`src/rtl/cc_bus_scheduler.sv`:
```
// cc_bus_scheduler: two-source bus arbiter between a register source and a
// control source. The winner owns the bus for a bounded burst, its code is
// latched for the whole ownership, and ties alternate between the sources.
// Every output is taken straight from a flop so the bus mux sees clean signals.

module cc_bus_scheduler #(
    parameter int DATAWIDTH_MUX_SELECTION_REG     = 5,
    parameter int DATAWIDTH_MUX_SELECTION_CONTROL = 6,
    // Legal range 1..15 so the 4-bit burst counter never wraps.
    parameter int MAX_BURST                       = 4
) (
    input  logic                                       CC_BUS_SCHEDULER_CLOCK_50,
    input  logic                                       CC_BUS_SCHEDULER_RESET_InLow,
    input  logic                                       CC_BUS_SCHEDULER_regReq_In,
    input  logic [DATAWIDTH_MUX_SELECTION_REG-1:0]     CC_BUS_SCHEDULER_regCode_InBUS,
    input  logic                                       CC_BUS_SCHEDULER_ctrlReq_In,
    input  logic [DATAWIDTH_MUX_SELECTION_CONTROL-1:0] CC_BUS_SCHEDULER_ctrlCode_InBUS,
    output logic                                       CC_BUS_SCHEDULER_regGrant_Out,
    output logic                                       CC_BUS_SCHEDULER_ctrlGrant_Out,
    output logic                                       CC_BUS_SCHEDULER_selector_Out,
    output logic [DATAWIDTH_MUX_SELECTION_REG-1:0]     CC_BUS_SCHEDULER_registro_OutBUS,
    output logic [DATAWIDTH_MUX_SELECTION_CONTROL-1:0] CC_BUS_SCHEDULER_control_OutBUS,
    output logic                                       CC_BUS_SCHEDULER_valid_Out,
    output logic                                       CC_BUS_SCHEDULER_codeError_Out
);

    localparam int RW = DATAWIDTH_MUX_SELECTION_REG;
    localparam int CW = DATAWIDTH_MUX_SELECTION_CONTROL;

    // Burst limit in the counter's own width.
    localparam logic [3:0] BURST_LIMIT = 4'(MAX_BURST);

    // Highest legal code value on either code bus.
    localparam logic [31:0] CODE_LEGAL_MAX = 32'd11;

    typedef enum logic [1:0] {
        IDLE     = 2'd0,
        REG_OWN  = 2'd1,
        CTRL_OWN = 2'd2
    } state_t;

    state_t          state_q,       state_d;
    logic [3:0]      count_q,       count_d;
    // 1 = the register source owned the bus most recently, 0 = control source.
    logic            lastOwnerReg_q, lastOwnerReg_d;

    logic            regGrant_q,    regGrant_d;
    logic            ctrlGrant_q,   ctrlGrant_d;
    logic            selector_q,    selector_d;
    logic [RW-1:0]   regCodeOut_q,  regCodeOut_d;
    logic [CW-1:0]   ctrlCodeOut_q, ctrlCodeOut_d;
    logic            valid_q,       valid_d;
    logic            codeError_q,   codeError_d;

    logic            pickReg;
    logic            pickCtrl;
    logic            regCodeBad;
    logic            ctrlCodeBad;
    logic            regRelease;
    logic            ctrlRelease;

    // Widened code comparison so the error check works for any bus width.
    always_comb begin
        regCodeBad  = (32'(CC_BUS_SCHEDULER_regCode_InBUS)  > CODE_LEGAL_MAX);
        ctrlCodeBad = (32'(CC_BUS_SCHEDULER_ctrlCode_InBUS) > CODE_LEGAL_MAX);
    end

    // Idle arbitration: a lone requester wins; on a tie the source that did not own last wins.
    always_comb begin
        pickReg  = CC_BUS_SCHEDULER_regReq_In &&
                   (!CC_BUS_SCHEDULER_ctrlReq_In || !lastOwnerReg_q);
        pickCtrl = CC_BUS_SCHEDULER_ctrlReq_In && !pickReg;
    end

    // An owner lets go when it drops its request or has used its full burst.
    always_comb begin
        regRelease  = !CC_BUS_SCHEDULER_regReq_In  || (count_q == BURST_LIMIT);
        ctrlRelease = !CC_BUS_SCHEDULER_ctrlReq_In || (count_q == BURST_LIMIT);
    end

    // Next-state and next-output logic; outputs fall back to the idle picture unless a branch keeps ownership.
    always_comb begin
        state_d        = state_q;
        count_d        = count_q;
        lastOwnerReg_d = lastOwnerReg_q;
        regGrant_d     = 1'b0;
        ctrlGrant_d    = 1'b0;
        valid_d        = 1'b0;
        codeError_d    = 1'b0;
        selector_d     = selector_q;
        regCodeOut_d   = '0;
        ctrlCodeOut_d  = '0;

        unique case (state_q)
            IDLE: begin
                count_d = 4'd0;
                if (pickReg) begin
                    state_d      = REG_OWN;
                    count_d      = 4'd1;
                    regGrant_d   = 1'b1;
                    valid_d      = 1'b1;
                    selector_d   = 1'b1;
                    regCodeOut_d = CC_BUS_SCHEDULER_regCode_InBUS;
                    codeError_d  = regCodeBad;
                end else if (pickCtrl) begin
                    state_d       = CTRL_OWN;
                    count_d       = 4'd1;
                    ctrlGrant_d   = 1'b1;
                    valid_d       = 1'b1;
                    selector_d    = 1'b0;
                    ctrlCodeOut_d = CC_BUS_SCHEDULER_ctrlCode_InBUS;
                    codeError_d   = ctrlCodeBad;
                end
            end

            REG_OWN: begin
                if (regRelease) begin
                    state_d        = IDLE;
                    count_d        = 4'd0;
                    lastOwnerReg_d = 1'b1;
                end else begin
                    count_d      = count_q + 4'd1;
                    regGrant_d   = 1'b1;
                    valid_d      = 1'b1;
                    selector_d   = 1'b1;
                    regCodeOut_d = regCodeOut_q;
                    codeError_d  = codeError_q;
                end
            end

            CTRL_OWN: begin
                if (ctrlRelease) begin
                    state_d        = IDLE;
                    count_d        = 4'd0;
                    lastOwnerReg_d = 1'b0;
                end else begin
                    count_d       = count_q + 4'd1;
                    ctrlGrant_d   = 1'b1;
                    valid_d       = 1'b1;
                    selector_d    = 1'b0;
                    ctrlCodeOut_d = ctrlCodeOut_q;
                    codeError_d   = codeError_q;
                end
            end

            default: begin
                state_d = IDLE;
                count_d = 4'd0;
            end
        endcase
    end

    // State, counter and output registers; reset clears everything and makes the register source win the first tie.
    always_ff @(posedge CC_BUS_SCHEDULER_CLOCK_50 or negedge CC_BUS_SCHEDULER_RESET_InLow) begin
        if (!CC_BUS_SCHEDULER_RESET_InLow) begin
            state_q        <= IDLE;
            count_q        <= 4'd0;
            lastOwnerReg_q <= 1'b0;
            regGrant_q     <= 1'b0;
            ctrlGrant_q    <= 1'b0;
            selector_q     <= 1'b0;
            regCodeOut_q   <= '0;
            ctrlCodeOut_q  <= '0;
            valid_q        <= 1'b0;
            codeError_q    <= 1'b0;
        end else begin
            state_q        <= state_d;
            count_q        <= count_d;
            lastOwnerReg_q <= lastOwnerReg_d;
            regGrant_q     <= regGrant_d;
            ctrlGrant_q    <= ctrlGrant_d;
            selector_q     <= selector_d;
            regCodeOut_q   <= regCodeOut_d;
            ctrlCodeOut_q  <= ctrlCodeOut_d;
            valid_q        <= valid_d;
            codeError_q    <= codeError_d;
        end
    end

    assign CC_BUS_SCHEDULER_regGrant_Out    = regGrant_q;
    assign CC_BUS_SCHEDULER_ctrlGrant_Out   = ctrlGrant_q;
    assign CC_BUS_SCHEDULER_selector_Out    = selector_q;
    assign CC_BUS_SCHEDULER_registro_OutBUS = regCodeOut_q;
    assign CC_BUS_SCHEDULER_control_OutBUS  = ctrlCodeOut_q;
    assign CC_BUS_SCHEDULER_valid_Out       = valid_q;
    assign CC_BUS_SCHEDULER_codeError_Out   = codeError_q;

endmodule

```
`config.mk`:
```
export PLATFORM = sky130hd
export DESIGN_NAME = cc_bus_scheduler
export DESIGN_NICKNAME = d
export VERILOG_FILES = /design/src/rtl/cc_bus_scheduler.sv
export SDC_FILE = /design/constraint.sdc
export NUM_CORES = 1
export LEC_CHECK = 0
export CELL_PAD_IN_SITES_DETAIL_PLACEMENT = 1
export CELL_PAD_IN_SITES_GLOBAL_PLACEMENT = 1
export CORE_ASPECT_RATIO = 0.6
export CORE_UTILIZATION = 35
export CTS_CLUSTER_DIAMETER = 30
export DETAILED_ROUTE_END_ITERATION = 12
export PLACE_DENSITY = 0.77
export SYNTH_ARGS = -nofsm -noshare
export SYNTH_HDL_FRONTEND = slang
export SYNTH_SLANG_ARGS = --single-unit
```
`constraint.sdc`:
```
create_clock -name CC_BUS_SCHEDULER_CLOCK_50 -period 1.8 [get_ports CC_BUS_SCHEDULER_CLOCK_50]
set_input_delay 0.45 -clock CC_BUS_SCHEDULER_CLOCK_50 [delete_from_list [all_inputs] [get_ports CC_BUS_SCHEDULER_CLOCK_50]]
set_output_delay 0.45 -clock CC_BUS_SCHEDULER_CLOCK_50 [all_outputs]
set_load 0.005 [all_outputs]
```
## Word-level counts from Yosys, hierarchy flattened

Cells that the tools add are included.

| operators by class | value |
|---|---|
| add/sub/neg operators | 1 |
| order comparisons | 2 |
| eq/ne operators | 8 |
| muxes and demuxes | 38 |
| reduce and logical (&&, ||, !) cells | 16 |

Operators with widths:

| operator | number |
|---|---|
| two-way mux 6 bit | 3 |
| two-way mux 1 bit | 17 |
| one-hot mux 4 bit (3 select lines) | 1 |
| one-hot mux 6 bit (2 select lines) | 1 |
| two-way mux 5 bit | 2 |
| one-hot mux 5 bit (2 select lines) | 1 |
| one-hot mux 1 bit (3 select lines) | 3 |
| two-way mux 2 bit | 4 |
| two-way mux 4 bit | 2 |
| != test 2 bit, second input constant | 4 |
| greater-than comparator 6 x 4 -> 1 bit, second input constant | 1 |
| one-hot mux 1 bit (2 select lines) | 3 |
| one-hot mux 2 bit (3 select lines) | 1 |
| AND reduction 3 bit | 2 |
| greater-than comparator 5 x 4 -> 1 bit, second input constant | 1 |
| adder 4 x 1 -> 4 bit, second input constant | 1 |
| == test 4 x 3 -> 1 bit, second input constant | 1 |
| zero test 1 bit | 4 |
| AND reduction 4 bit | 1 |
| logical OR 1 bit | 3 |
| != test 3 bit, second input constant | 1 |
| nonzero test 3 bit | 1 |
| == test 2 x 1 -> 1 bit, second input constant | 1 |
| == test 2 bit, second input constant | 1 |
| other kinds (4) | 5 |

| word-level totals | value |
|---|---|
| bits in registers | 23 |
| logic and storage cells | 75 |

## Logic depth before layout (Yosys ltp)

Gate-level depths: netlist (run 1).

| depth | value |
|---|---|
| depth in word-level cells | 8 |
| mapped depth | 8 |
| depth with buffers taken out | 6 |

## Worst setup path after synthesis (run 1)

No wires, ideal clock.

| timing path | value |
|---|---|
| path kind | register to register |
| start point | register count_q[0] |
| end point | register selector_q, in the netlist CC_BUS_SCHEDULER_selector_Out |
| arrival | 1.420 ns |
| required time | 1.675 ns |
| setup slack | 0.255 ns |
| stages on the path, launching flop included | 8 |
| buffers on the path | 1 |
| period minus slack after synthesis | 1.545 ns |
| cell sequence | dfrtp_1 -> inv_1 -> ha_1 -> and3b_1 -> buf_6 -> a21oi_2 -> o221ai_2 -> mux2_4 |

| on the way | value |
|---|---|
| cells in the longest elaborated chain, start to end | 4 |
| elaborated cells between the ends (all ways) | 6 |
| classes of those cells | eq/ne: 3; reduce/logical: 3 |

Ends and longest elaborated chain:

| element | line | source |
|---|---|---|
| start: declaration | 43 | `logic [3:0] count_q, count_d;` |
| start signal: assignment | 168 | `count_q <= count_d;` |
| == test 4 x 3 -> 1 bit (*) | 77, 78 |  |
| logical OR 1 bit, on equally long branches | 78, 77 |  |
| != test 2 bit (no source line) | n/a |  |
| AND reduction 4 bit (no source line) (*) | n/a |  |
| end signal: assignment | 172 | `selector_q <= selector_d;` |
| end: declaration | 49 | `logic selector_q, selector_d;` |

Mark *: on every way between the ends. The rest lies on a longest branch, timed or not.
A chain may end at the register's enable or synchronous reset.

## Final worst setup path (run 1)

| timing path | value |
|---|---|
| start point | register count_q[0] |
| end point | register regCodeOut_q[3], in the netlist CC_BUS_SCHEDULER_registro_OutBUS[3] |

| on the way | value |
|---|---|
| cells in the longest elaborated chain, start to end | 3 |

Ends and longest elaborated chain:

| element | line | source |
|---|---|---|
| == test 4 x 3 -> 1 bit | 77 | `regRelease = !CC_BUS_SCHEDULER_regReq_In \|\| (count_q == BURST_LIMIT);` |
| logical OR 1 bit | 77 |  |
| != test 2 bit (no source line) | n/a |  |
| end signal: assignment | 173 | `regCodeOut_q <= regCodeOut_d;` |
| end: declaration | 50 | `logic [RW-1:0] regCodeOut_q, regCodeOut_d;` |

Every way passes these cells.

==> flow_summary.json, run 1 <==
{
  "status": "completed",
  "place_inst": 187,
  "start_util": 0.376,
  "gp_routability_congestion": 0.835,
  "grt_overflow_total": 0,
  "rsz0062_at_grt": "false",
  "p_leak_nw": 0.714,
  "clockBufferDepth": 2,
  "fin_crit_sh": 0.945,
  "drt_pass1_iterations": 4,
  "ff_latch_area_um2": 576,
  "crit_top_cell": "buf_4",
  "vias": 968,
  "yosysSeqAreaShare": 0.522,
  "critPathKind": "reg -> reg",
  "cts_buffers": 3,
  "yosys-top-cells-area": "dfrtp_1 (52%), ha_1 (6.8%), nand2_1 (6.8%)",
  "antenna_found_initial": 0,
  "synth_top_area_share": 0.522,
  "period_minus_slack_ns": 1.70,
  "finish.net_count": 172,
  "insertion_delay_ns": 0.26,
  "setup-violations-final": 0,
  "critPathMaxFanout": 6,
  "via_per_inst": 5.04,
  "drive_above_1_share": 0.147,
  "slowest_delay_ns": 0.38,
  "syn_to_final_growth_pct": 42.6,
  "syn_area_per_cell_um2": 10.3,
  "rows": 15,
  "reg2reg_to": "CC_BUS_SCHEDULER_registro_OutBUS[3]$_DFFE_PN0N_",
  "h-tree-depth": 1,
  "start_kind": "flop",
  "crit_chain": "inv_1, ha_1, and3b_2, buf_4, nor2_4, nor2_1, buf_4, a22o_1",
  "cts_tree": "done",
  "clock_power_share": 0.159,
  "skew_ns": 0.00239,
  "multi_input_area_um2": 488,
  "drc": 0,
  "synth.most_common_cell": "dfrtp_1",
  "dp_hpwl_um": 2450,
  "worstMarginPinSlew_ns": 0.349,
  "grt_start_max_net_pins": 24,
  "netlist_area_um2": 1100,
  "grt_usage": 0.204,
  "drt-initial-drc-count": 39,
  "cts_sinks": 23,
  "max_slew_margin": 0.765,
  "holdWs_ns": 0.499,
  "p_sw_frac": 0.349,
  "crit_required_ns": 1.95,
  "timing.rr.start": "count_q[0]$_DFF_PN0_",
  "syn-num-nets": 128,
  "avgRoutedWirePerCell_um": 16.5,
  "finalHoldViolCount": 0,
  "die_h_um": 45.5,
  "hp-class": "reg -> reg",
  "antenna_left": 0,
  "synthArstFlopShare": 1.00,
  "critical-path-top-delay-family": "simple AND/OR/NAND/NOR gates",
  "root_buffer": "clkbuf_8",
  "cp_num_buf_inv": 3,
  "numPortBuffers": 30,
  "cp-startpoint": "count_q[0]$_DFF_PN0_",
  "diodes": 0,
  "ys_warn_count": 0,
  "internal_power_mw": 1.31,
  "pin_count": 31,
  "synth_edf_count": 0,
  "grt_pass1_wl_um": 4860,
  "arrival_ns": 1.85,
  "synth_seq_cells": 23,
  "ys.flop_type": "dfrtp_1",
  "clk_pin_slew_ns": 0.08,
  "hold_depth": 2,
  "die_w_um": 74.5,
  "reg2reg_slack_ns": 0.1,
  "fillers": 347,
  "syn-instance-count": 107,
  "yosys.area.top_type": "dfrtp_1",
  "fin_cells": 192,
  "powerDensity_nw_per_um2": 1280,
  "end_kind": "flop",
  "ys_types": 30,
  "r2r_cells": 8,
  "p_sw_mw": 0.701,
  "wirelength_um": 3170,
  "hold_path_end": "CC_BUS_SCHEDULER_control_OutBUS[3]$_DFFE_PN0P_",
  "slew_viol_final": 0,
  "synthTopCellsByCount": "dfrtp_1 (23), nand2_1 (20), o21ai_0 (12)",
  "die-area_um2": 3390,
  "max_freq_mhz": 588,
  "irDropWorstVdd_uv": 737,
  "crit_path_top_delay_cell": "dfrtp_1",
  "core_um2": 2930,
  "drv_cap": 0,
  "min_from": "CC_BUS_SCHEDULER_control_OutBUS[3]$_DFFE_PN0P_",
  "power_frac_seq": 0.390,
  "p_comb_frac": 0.451,
  "grt_pass1_vias": 968
}
worst reg2reg max path, stage by stage, from the launching register on:
cell and delay [ns]:
dfrtp_1 0.38, inv_1 0.07, ha_1 0.20, and3b_2 0.27, buf_4 0.17, nor2_4 0.11, nor2_1 0.06, buf_4 0.15
a22o_1 0.18
power by group through the flow:
stage | clock network, mW | registers [mW] | logic (mW)
2_1_floorplan | 0 | 0.779 | 0.427
3_3_place_gp | 0 | 0.776 | 0.849
3_5_place_dp | 0 | 0.793 | 0.895
4_1_cts | 0.333 | 0.783 | 0.907
5_1_grt | 0.352 | 0.804 | 0.996
6_report | 0.319 | 0.784 | 0.905
repair_timing:
item	CTS	global route
buffers inserted	0	1
endpoints found under the setup margin	0	12
hold buffers	0	0
gates resized for setup	0	2
cell type report:
| type | count | area share |
|---|---|---|
| clock buffer | 3 | 0.0263 |
| multi-input combinational | 75 | 0.311 |
| clock inverter | 1 | 0.00318 |
| tap | 42 | 0.0334 |
| timing repair buffer | 41 | 0.244 |
| sequential | 23 | 0.366 |
| inverter | 7 | 0.0167 |
worst max-delay path by stage:
| stage | to | slack (ns) | cells after the start |
|---|---|---|---|
| final | CC_BUS_SCHEDULER_registro_OutBUS[3]$_DFFE_PN0N_ | 0.1 | 8 |
| after global routing | CC_BUS_SCHEDULER_registro_OutBUS[2]$_DFFE_PN0N_ | 0.003 | 8 |
| after CTS | CC_BUS_SCHEDULER_codeError_Out$_DFFE_PN0P_ | 0.06 | 7 |
| after detailed placement | state_q[0]$_DFFE_PN0P_ | -0.1 | 5 |
| after global placement | state_q[0]$_DFFE_PN0P_ | -0.03 | 5 |
| after floorplan | CC_BUS_SCHEDULER_selector_Out$_DFFE_PN0P_ | 0.26 | 7 |
cell usage in the layout (no fill, tap or decap):
| cell type | n |
|---|---|
| o21a_1 | 1 |
| a31oi_1 | 1 |
| inv_1 | 7 |
| mux2i_1 | 1 |
| o211ai_1 | 1 |
| nand2_1 | 20 |
| and3_1 | 1 |
| nor3_1 | 2 |
| mux2_4 | 1 |
| o221ai_2 | 1 |
| ha_1 | 5 |
| nand3_1 | 2 |
| o21ai_0 | 12 |
| buf_4 | 11 |
| nor2_4 | 1 |
| ha_2 | 1 |
| a21o_1 | 1 |
| xor2_1 | 1 |
| dfrtp_1 | 23 |
| xnor2_1 | 1 |
| o221ai_1 | 1 |
| a21oi_2 | 2 |
| o211a_1 | 1 |
| nor2_1 | 3 |
| clkinv_2 | 1 |
| nor2b_1 | 1 |
| a21oi_1 | 6 |
| a211oi_1 | 1 |
| a22o_1 | 5 |
| clkdlybuf4s50_1 | 30 |
| o22ai_1 | 1 |
| clkbuf_8 | 3 |
| and3b_2 | 1 |
registers in the layout, summed over array words and instances, names as in the netlist:
| register | cells |
|---|---|
| CC_BUS_SCHEDULER_regGrant_Out | 1 |
| lastOwnerReg_q | 1 |
| CC_BUS_SCHEDULER_selector_Out | 1 |
| state_q | 2 |
| CC_BUS_SCHEDULER_ctrlGrant_Out | 1 |
| CC_BUS_SCHEDULER_control_OutBUS | 6 |
| count_q | 4 |
| CC_BUS_SCHEDULER_valid_Out | 1 |
| CC_BUS_SCHEDULER_registro_OutBUS | 5 |
| CC_BUS_SCHEDULER_codeError_Out | 1 |
metal layers:
metal / part of all wire / global-route usage / vias up
li1: - / - / 460
met1: 0.47 / 0.274 / 480
met2: 0.47 / 0.339 / 26
met3: 0.052 / 0.0575 / 2
met4: 0.0038 / 0.0340 / 0
met5: 0 / 0 / -
kinds of logic (layout without fill, tap and decap cells):
kind of cell,count (synthesis),count (layout),share of synthesized area
flip-flops,23,23,0.522
AND/OR/NAND/NOR,31,31,0.126
AO/OA/AOI/OAI,34,34,0.207
XOR/XNOR,2,2,0.0159
buffers and inverters,9,52,0.0386
multiplexers,2,2,0.0227
adder cells (fa/ha/maj),6,6,0.0681
stage by stage:
stage                     cell area, um^2  total power [mW]   util  worst slack (ns)  setup TNS [ns]
after floorplan                      1100              1.21      -             0.255               0
after global placement               1510              1.62  0.517           -0.0334         -0.0334
final                                1570              2.01  0.537            0.0995               0
after CTS                            1560              2.02  0.533            0.0565               0
after global routing                 1570              2.15  0.537           0.00318               0
after detailed placement             1510              1.69  0.517           -0.0993          -0.367
Note: power is estimated with default switching activity, not from simulation.
==> inputs of run 2 (changes only) <==
- ABC_AREA: default -> 1
- CORE_ASPECT_RATIO: 0.6 -> 1.25
- CORE_UTILIZATION: 35 -> 34
- SLEW_MARGIN: default -> 20
==> run 2 against run 1 <==
- clock-buffer cell count stayed put
- clock skew hardly changed
- die area is 5.9% higher
- utilization is 5.6 points lower
- first-iteration DRC count is 64% lower
- maximum frequency is 6.9% higher
- critical path type unchanged
- largest cell class unchanged
- largest power group unchanged
==> flow_summary.json, run 2 <==
{
  "diodes": 0,
  "die_w_um": 53.8,
  "ff_latch_area_um2": 576,
  "vias": 1026,
  "grt_overflow_total": 0,
  "cts_setup_buffers": 0,
  "synthTopCellsByCount": "nand2_1 (48), dfrtp_1 (23), nand3_1 (17)",
  "timing.rr.start": "count_q[0]$_DFF_PN0_",
  "finalHoldViolCount": 0,
  "cts_sinks": 23,
  "clk_pin_slew_ns": 0.08,
  "die_h_um": 66.7,
  "layout_setup_ws_ns": 0.209,
  "syn-num-nets": 155,
  "ys_types": 17,
  "p_leak_nw": 0.780,
  "end_kind": "flop",
  "reg2reg_to": "state_q[1]$_DFFE_PN0P_",
  "h-tree-depth": 1,
  "design_area_um2": 1540,
  "layout_common_cells": "nand2_1 (48), clkdlybuf4s50_1 (30), dfrtp_1 (23), nand3_1 (17), inv_1 (12)",
  "finish.net_count": 191,
  "grt_pass1_wl_um": 4890,
  "insertion_delay_ns": 0.26,
  "netlist_area_um2": 1140,
  "max_slew_margin": 0.763,
  "slew_viol_final": 0,
  "ys_warn_count": 0,
  "start_util": 0.356,
  "post_cts_resized": 0,
  "hold_path_end": "CC_BUS_SCHEDULER_control_OutBUS[2]$_DFFE_PN0P_",
  "ys.flop_type": "dfrtp_1",
  "clockBufferDepth": 2,
  "antenna_found_initial": 0,
  "critPathMaxFanout": 10,
  "yosysSeqAreaShare": 0.505,
  "largest_reg_flops": 6,
  "critPathKind": "reg -> reg",
  "grt_pass1_vias": 1075,
  "fillers": 394,
  "syn_area_per_cell_um2": 8.50,
  "syn_to_final_growth_pct": 34.8,
  "synth_top_area_share": 0.505,
  "drt-initial-drc-count": 14,
  "final_util": 0.481,
  "synth.most_common_cell": "nand2_1",
  "reg2reg_slack_ns": 0.21,
  "multi_input_area_um2": 499,
  "drt_pass1_iterations": 4,
  "rows": 23,
  "start_kind": "flop",
  "cts_buffers": 3,
  "cts_tree": "done",
  "drc": 0,
  "setup_tns_ns": 0,
  "holdWs_ns": 0.489,
  "powerDensity_nw_per_um2": 1240,
  "dp_hpwl_um": 2320,
  "pin_count": 31,
  "synthArstFlopShare": 1.00,
  "gp_routability_congestion": 0.742,
  "syn-instance-count": 134,
  "via_per_inst": 4.98,
  "core_um2": 3190,
  "drive_above_1_share": 0.0710,
  "die-area_um2": 3590,
  "place_area_um2": 1490,
  "wirelength_um": 3020,
  "arrival_ns": 1.75,
  "period_minus_slack_ns": 1.59,
  "grt_usage": 0.191,
  "hold_depth": 2,
  "irDropWorstVdd_uv": 638,
  "avgRoutedWirePerCell_um": 14.7,
  "synth_seq_cells": 23,
  "min_from": "CC_BUS_SCHEDULER_control_OutBUS[2]$_DFFE_PN0P_",
  "max_freq_mhz": 628,
  "rsz0062_at_grt": "false",
  "numPortBuffers": 30,
  "crit_chain": "inv_1, ha_1, nand3_2, nand3_2, buf_4, nand3_1, nand2_1, nand2_1",
  "grt_start_max_net_pins": 24,
  "r2r_cells": 8,
  "setup-violations-final": 0,
  "yosys.area.top_type": "dfrtp_1",
  "final_common_cell": "nand2_1",
  "place_ws_ns": -0.0182,
  "crit_path_top_delay_cell": "dfrtp_1",
  "drv_cap": 0,
  "cts_hold_buf": 0,
  "skew_ns": 0.00241,
  "yosys-top-cells-area": "dfrtp_1 (51%), nand2_1 (16%), nand3_1 (7.5%)",
  "fin_crit_sh": 0.884,
  "status": "completed",
  "crit_required_ns": 1.96,
  "hp-class": "reg -> reg",
  "worstMarginPinSlew_ns": 0.354,
  "antenna_left": 0,
  "slowest_delay_ns": 0.42,
  "synth_edf_count": 0,
  "root_buffer": "clkbuf_8"
}
-- run 2: changes by cell type after synthesis, moves of 5 or more --
cell     change
nand3_1     +15
nand2_1     +28
a22o_1       -5
nor2_1       +5
inv_1        +5
o21ai_0      -9
-- run 2: logic make-up (layout without fill, tap and decap cells) --
group	after synthesis	after routing	synth area share
flip-flops	23	23	0.505
AO/OA/AOI/OAI	6	6	0.0264
buffers and inverters	14	49	0.0560
XOR/XNOR	2	2	0.0154
AND/OR/NAND/NOR	83	83	0.331
adder cells (fa/ha/maj)	6	6	0.0659
-- run 2: per-layer routing --
layer	global-route usage	vias to the layer above	part of all wire
li1	-	495	-
met1	0.207	503	0.39
met2	0.355	22	0.57
met3	0.0274	6	0.027
met4	0.0757	0	0.016
met5	0	-	0
-- run 2: worst max path at each step --
stage	from	to	slack, ns	cells past startpoint
after floorplan	state_q[0]$_DFFE_PN0P_	state_q[0]$_DFFE_PN0P_	0.50	6
after global placement	CC_BUS_SCHEDULER_regReq_In	count_q[1]$_DFF_PN0_	0.05	5
after detailed placement	CC_BUS_SCHEDULER_regReq_In	count_q[2]$_DFF_PN0_	-0.02	5
after CTS	CC_BUS_SCHEDULER_registro_OutBUS[0]$_DFFE_PN0N_	CC_BUS_SCHEDULER_registro_OutBUS[0]	0.20	1
after global routing	state_q[0]$_DFFE_PN0P_	CC_BUS_SCHEDULER_registro_OutBUS[4]$_DFFE_PN0N_	0.09	6
final	count_q[0]$_DFF_PN0_	state_q[1]$_DFFE_PN0P_	0.21	8
-- run 2: final cells by class --
cell class / count / area share
inverter: 12 / 0.0293
sequential: 23 / 0.375
clock buffer: 3 / 0.0269
clock inverter: 1 / 0.00326
tap: 37 / 0.0302
timing repair buffer: 33 / 0.210
multi-input combinational: 97 / 0.325
-- run 2: where the power goes --
group,switching (mW),internal [mW],total [mW]
sequential,0.0945,0.669,0.763
combinational,0.432,0.386,0.818
clock,0.163,0.154,0.318
-- run 2: metrics by stage --
step           instances  power, mW
6_report             206       1.90
2_1_floorplan        134       1.19
4_1_cts              206       1.93
3_5_place_dp         202       1.59
3_3_place_gp         202       1.54
5_1_grt              206       2.04
-- run 2: worst max-delay path, delay by kind of cell, from the launching register on --
family | cells | cell delay, ns
adders and majority gates | 1 | 0.18
buffers and inverters | 2 | 0.29
DFF | 1 | 0.42
and+or+nand+nor | 5 | 0.60
==> inputs of run 3 (changes only) <==
- ABC_AREA: 1 -> default
- CORE_UTILIZATION: 34 -> 35
- SLEW_MARGIN: 20 -> default
==> run 3 against run 2 <==
- power grew 0.63%
- cell area grew 1.6%
- critical path depth is the same
- critical path type unchanged
==> flow_summary.json, run 3 (synthesized netlist as in run 1, its figures left out) <==
{
  "status": "completed",
  "critical-path-top-delay-family": "simple AND/OR/NAND/NOR gates",
  "critPathMaxFanout": 6,
  "die_w_um": 52.2,
  "crit_path_top_delay_cell": "dfrtp_1",
  "slowest_delay_ns": 0.40,
  "cts_tree": "done",
  "period_minus_slack_ns": 1.71,
  "h-tree-depth": 1,
  "clockBufferDepth": 2,
  "wirelength_um": 2790,
  "pin_count": 31,
  "grt_usage": 0.191,
  "largest_reg_flops": 6,
  "cts_setup_buffers": 0,
  "rows": 22,
  "crit_required_ns": 2.01,
  "clk_pin_slew_ns": 0.14,
  "insertion_delay_ns": 0.32,
  "setup-violations-final": 0,
  "cts_sinks": 23,
  "gp_routability_congestion": 0.808,
  "place_ws_ns": -0.0784,
  "reg2reg_to": "CC_BUS_SCHEDULER_registro_OutBUS[2]$_DFFE_PN0N_",
  "layout_setup_ws_ns": 0.0887,
  "core_um2": 2970,
  "crit_chain": "inv_1, ha_1, and3b_2, buf_12, nor2_4, nor2_1, buf_4, a22o_1",
  "setup_tns_ns": 0,
  "grt_pass1_wl_um": 4800,
  "hp-class": "in -> async",
  "layout_common_cells": "clkdlybuf4s50_1 (30), dfrtp_1 (23), nand2_1 (20), o21ai_0 (12), buf_4 (9)",
  "drt-initial-drc-count": 18,
  "antenna_found_initial": 0,
  "via_per_inst": 5.08,
  "end_kind": "flop",
  "fin_crit_sh": 0.951,
  "syn_to_final_growth_pct": 41.5,
  "fillers": 353,
  "final_common_cell": "clkdlybuf4s50_1",
  "irDropWorstVdd_uv": 696,
  "die_h_um": 64.7,
  "cts_hold_buf": 0,
  "avgRoutedWirePerCell_um": 15.1,
  "r2r_cells": 8,
  "vias": 940,
  "slew_viol_final": 0,
  "root_buffer": "clkbuf_4",
  "drv_cap": 0,
  "numPortBuffers": 30,
  "diodes": 0,
  "dp_hpwl_um": 2220,
  "start_util": 0.371,
  "timing.rr.start": "count_q[0]$_DFF_PN0_",
  "max_slew_margin": 0.788,
  "drc": 0,
  "p_leak_nw": 0.701,
  "arrival_ns": 1.92,
  "reg2reg_slack_ns": 0.09,
  "max_freq_mhz": 584,
  "critPathKind": "reg -> reg",
  "skew_ns": 0.0143,
  "grt_pass1_vias": 1034,
  "finalHoldViolCount": 0,
  "grt_overflow_total": 0,
  "powerDensity_nw_per_um2": 1220,
  "start_kind": "flop",
  "worstMarginPinSlew_ns": 0.314,
  "finish.net_count": 171,
  "cts_buffers": 3,
  "rsz0062_at_grt": "false",
  "grt_start_max_net_pins": 24,
  "die-area_um2": 3380,
  "antenna_left": 0,
  "drt_pass1_iterations": 4,
  "cp_num_buf_inv": 3,
  "drive_above_1_share": 0.141
}
-- run 3: per-stage QoR --
stage	hold WS (ns)	power (mW)	cells	util	instance area, um^2
2_1_floorplan	0.154	1.21	107	-	1100
3_3_place_gp	0.466	1.61	181	0.511	1520
3_5_place_dp	0.482	1.68	181	0.511	1520
4_1_cts	0.477	1.92	185	0.521	1550
5_1_grt	0.508	2.07	185	0.525	1560
6_report	0.465	1.91	185	0.525	1560
-- run 3: worst max path at each step --
stage          cells after the start                         from  slack, ns                                         endpoint
2_1_floorplan                      7         count_q[0]$_DFF_PN0_       0.26        CC_BUS_SCHEDULER_selector_Out$_DFFE_PN0P_
3_3_place_gp                       5   CC_BUS_SCHEDULER_regReq_In    -0.0009                           state_q[0]$_DFFE_PN0P_
3_5_place_dp                       5  CC_BUS_SCHEDULER_ctrlReq_In      -0.08        CC_BUS_SCHEDULER_selector_Out$_DFFE_PN0P_
4_1_cts                            7         count_q[0]$_DFF_PN0_       0.06                           state_q[0]$_DFFE_PN0P_
5_1_grt                            7         count_q[0]$_DFF_PN0_      0.008                           state_q[0]$_DFFE_PN0P_
6_report                           8         count_q[0]$_DFF_PN0_       0.09  CC_BUS_SCHEDULER_registro_OutBUS[2]$_DFFE_PN0N_
-- run 3: power breakdown --
group	internal, mW	switching (mW)
Combinational	0.483	0.407
Sequential	0.676	0.101
Clock	0.0848	0.159
Total	1.24	0.668
-- run 3: area by class of cell --
class	instances	area, um^2	area share
clock buffer	3	22.5	0.0144
clock inverter	1	7.51	0.00481
inverter	7	26.3	0.0168
multi-input combinational	75	495	0.318
sequential	23	576	0.369
tap	36	45.0	0.0289
timing repair buffer	40	388	0.249
-- run 3: what timing repair did --
action,4_1_cts,5_1_grt
endpoints found under the setup margin,2,1
pin swaps,0,0
resized for setup,1,2
-- run 3: routing by layer --
| metal | track usage | vias to the layer above | routed length, um |
|---|---|---|---|
| li1 | - | 458 | - |
| met1 | 0.248 | 457 | 1230 |
| met2 | 0.329 | 23 | 1430 |
| met3 | 0.0258 | 2 | 108 |
| met4 | 0.0493 | 0 | 15 |
| met5 | 0 | - | 0 |
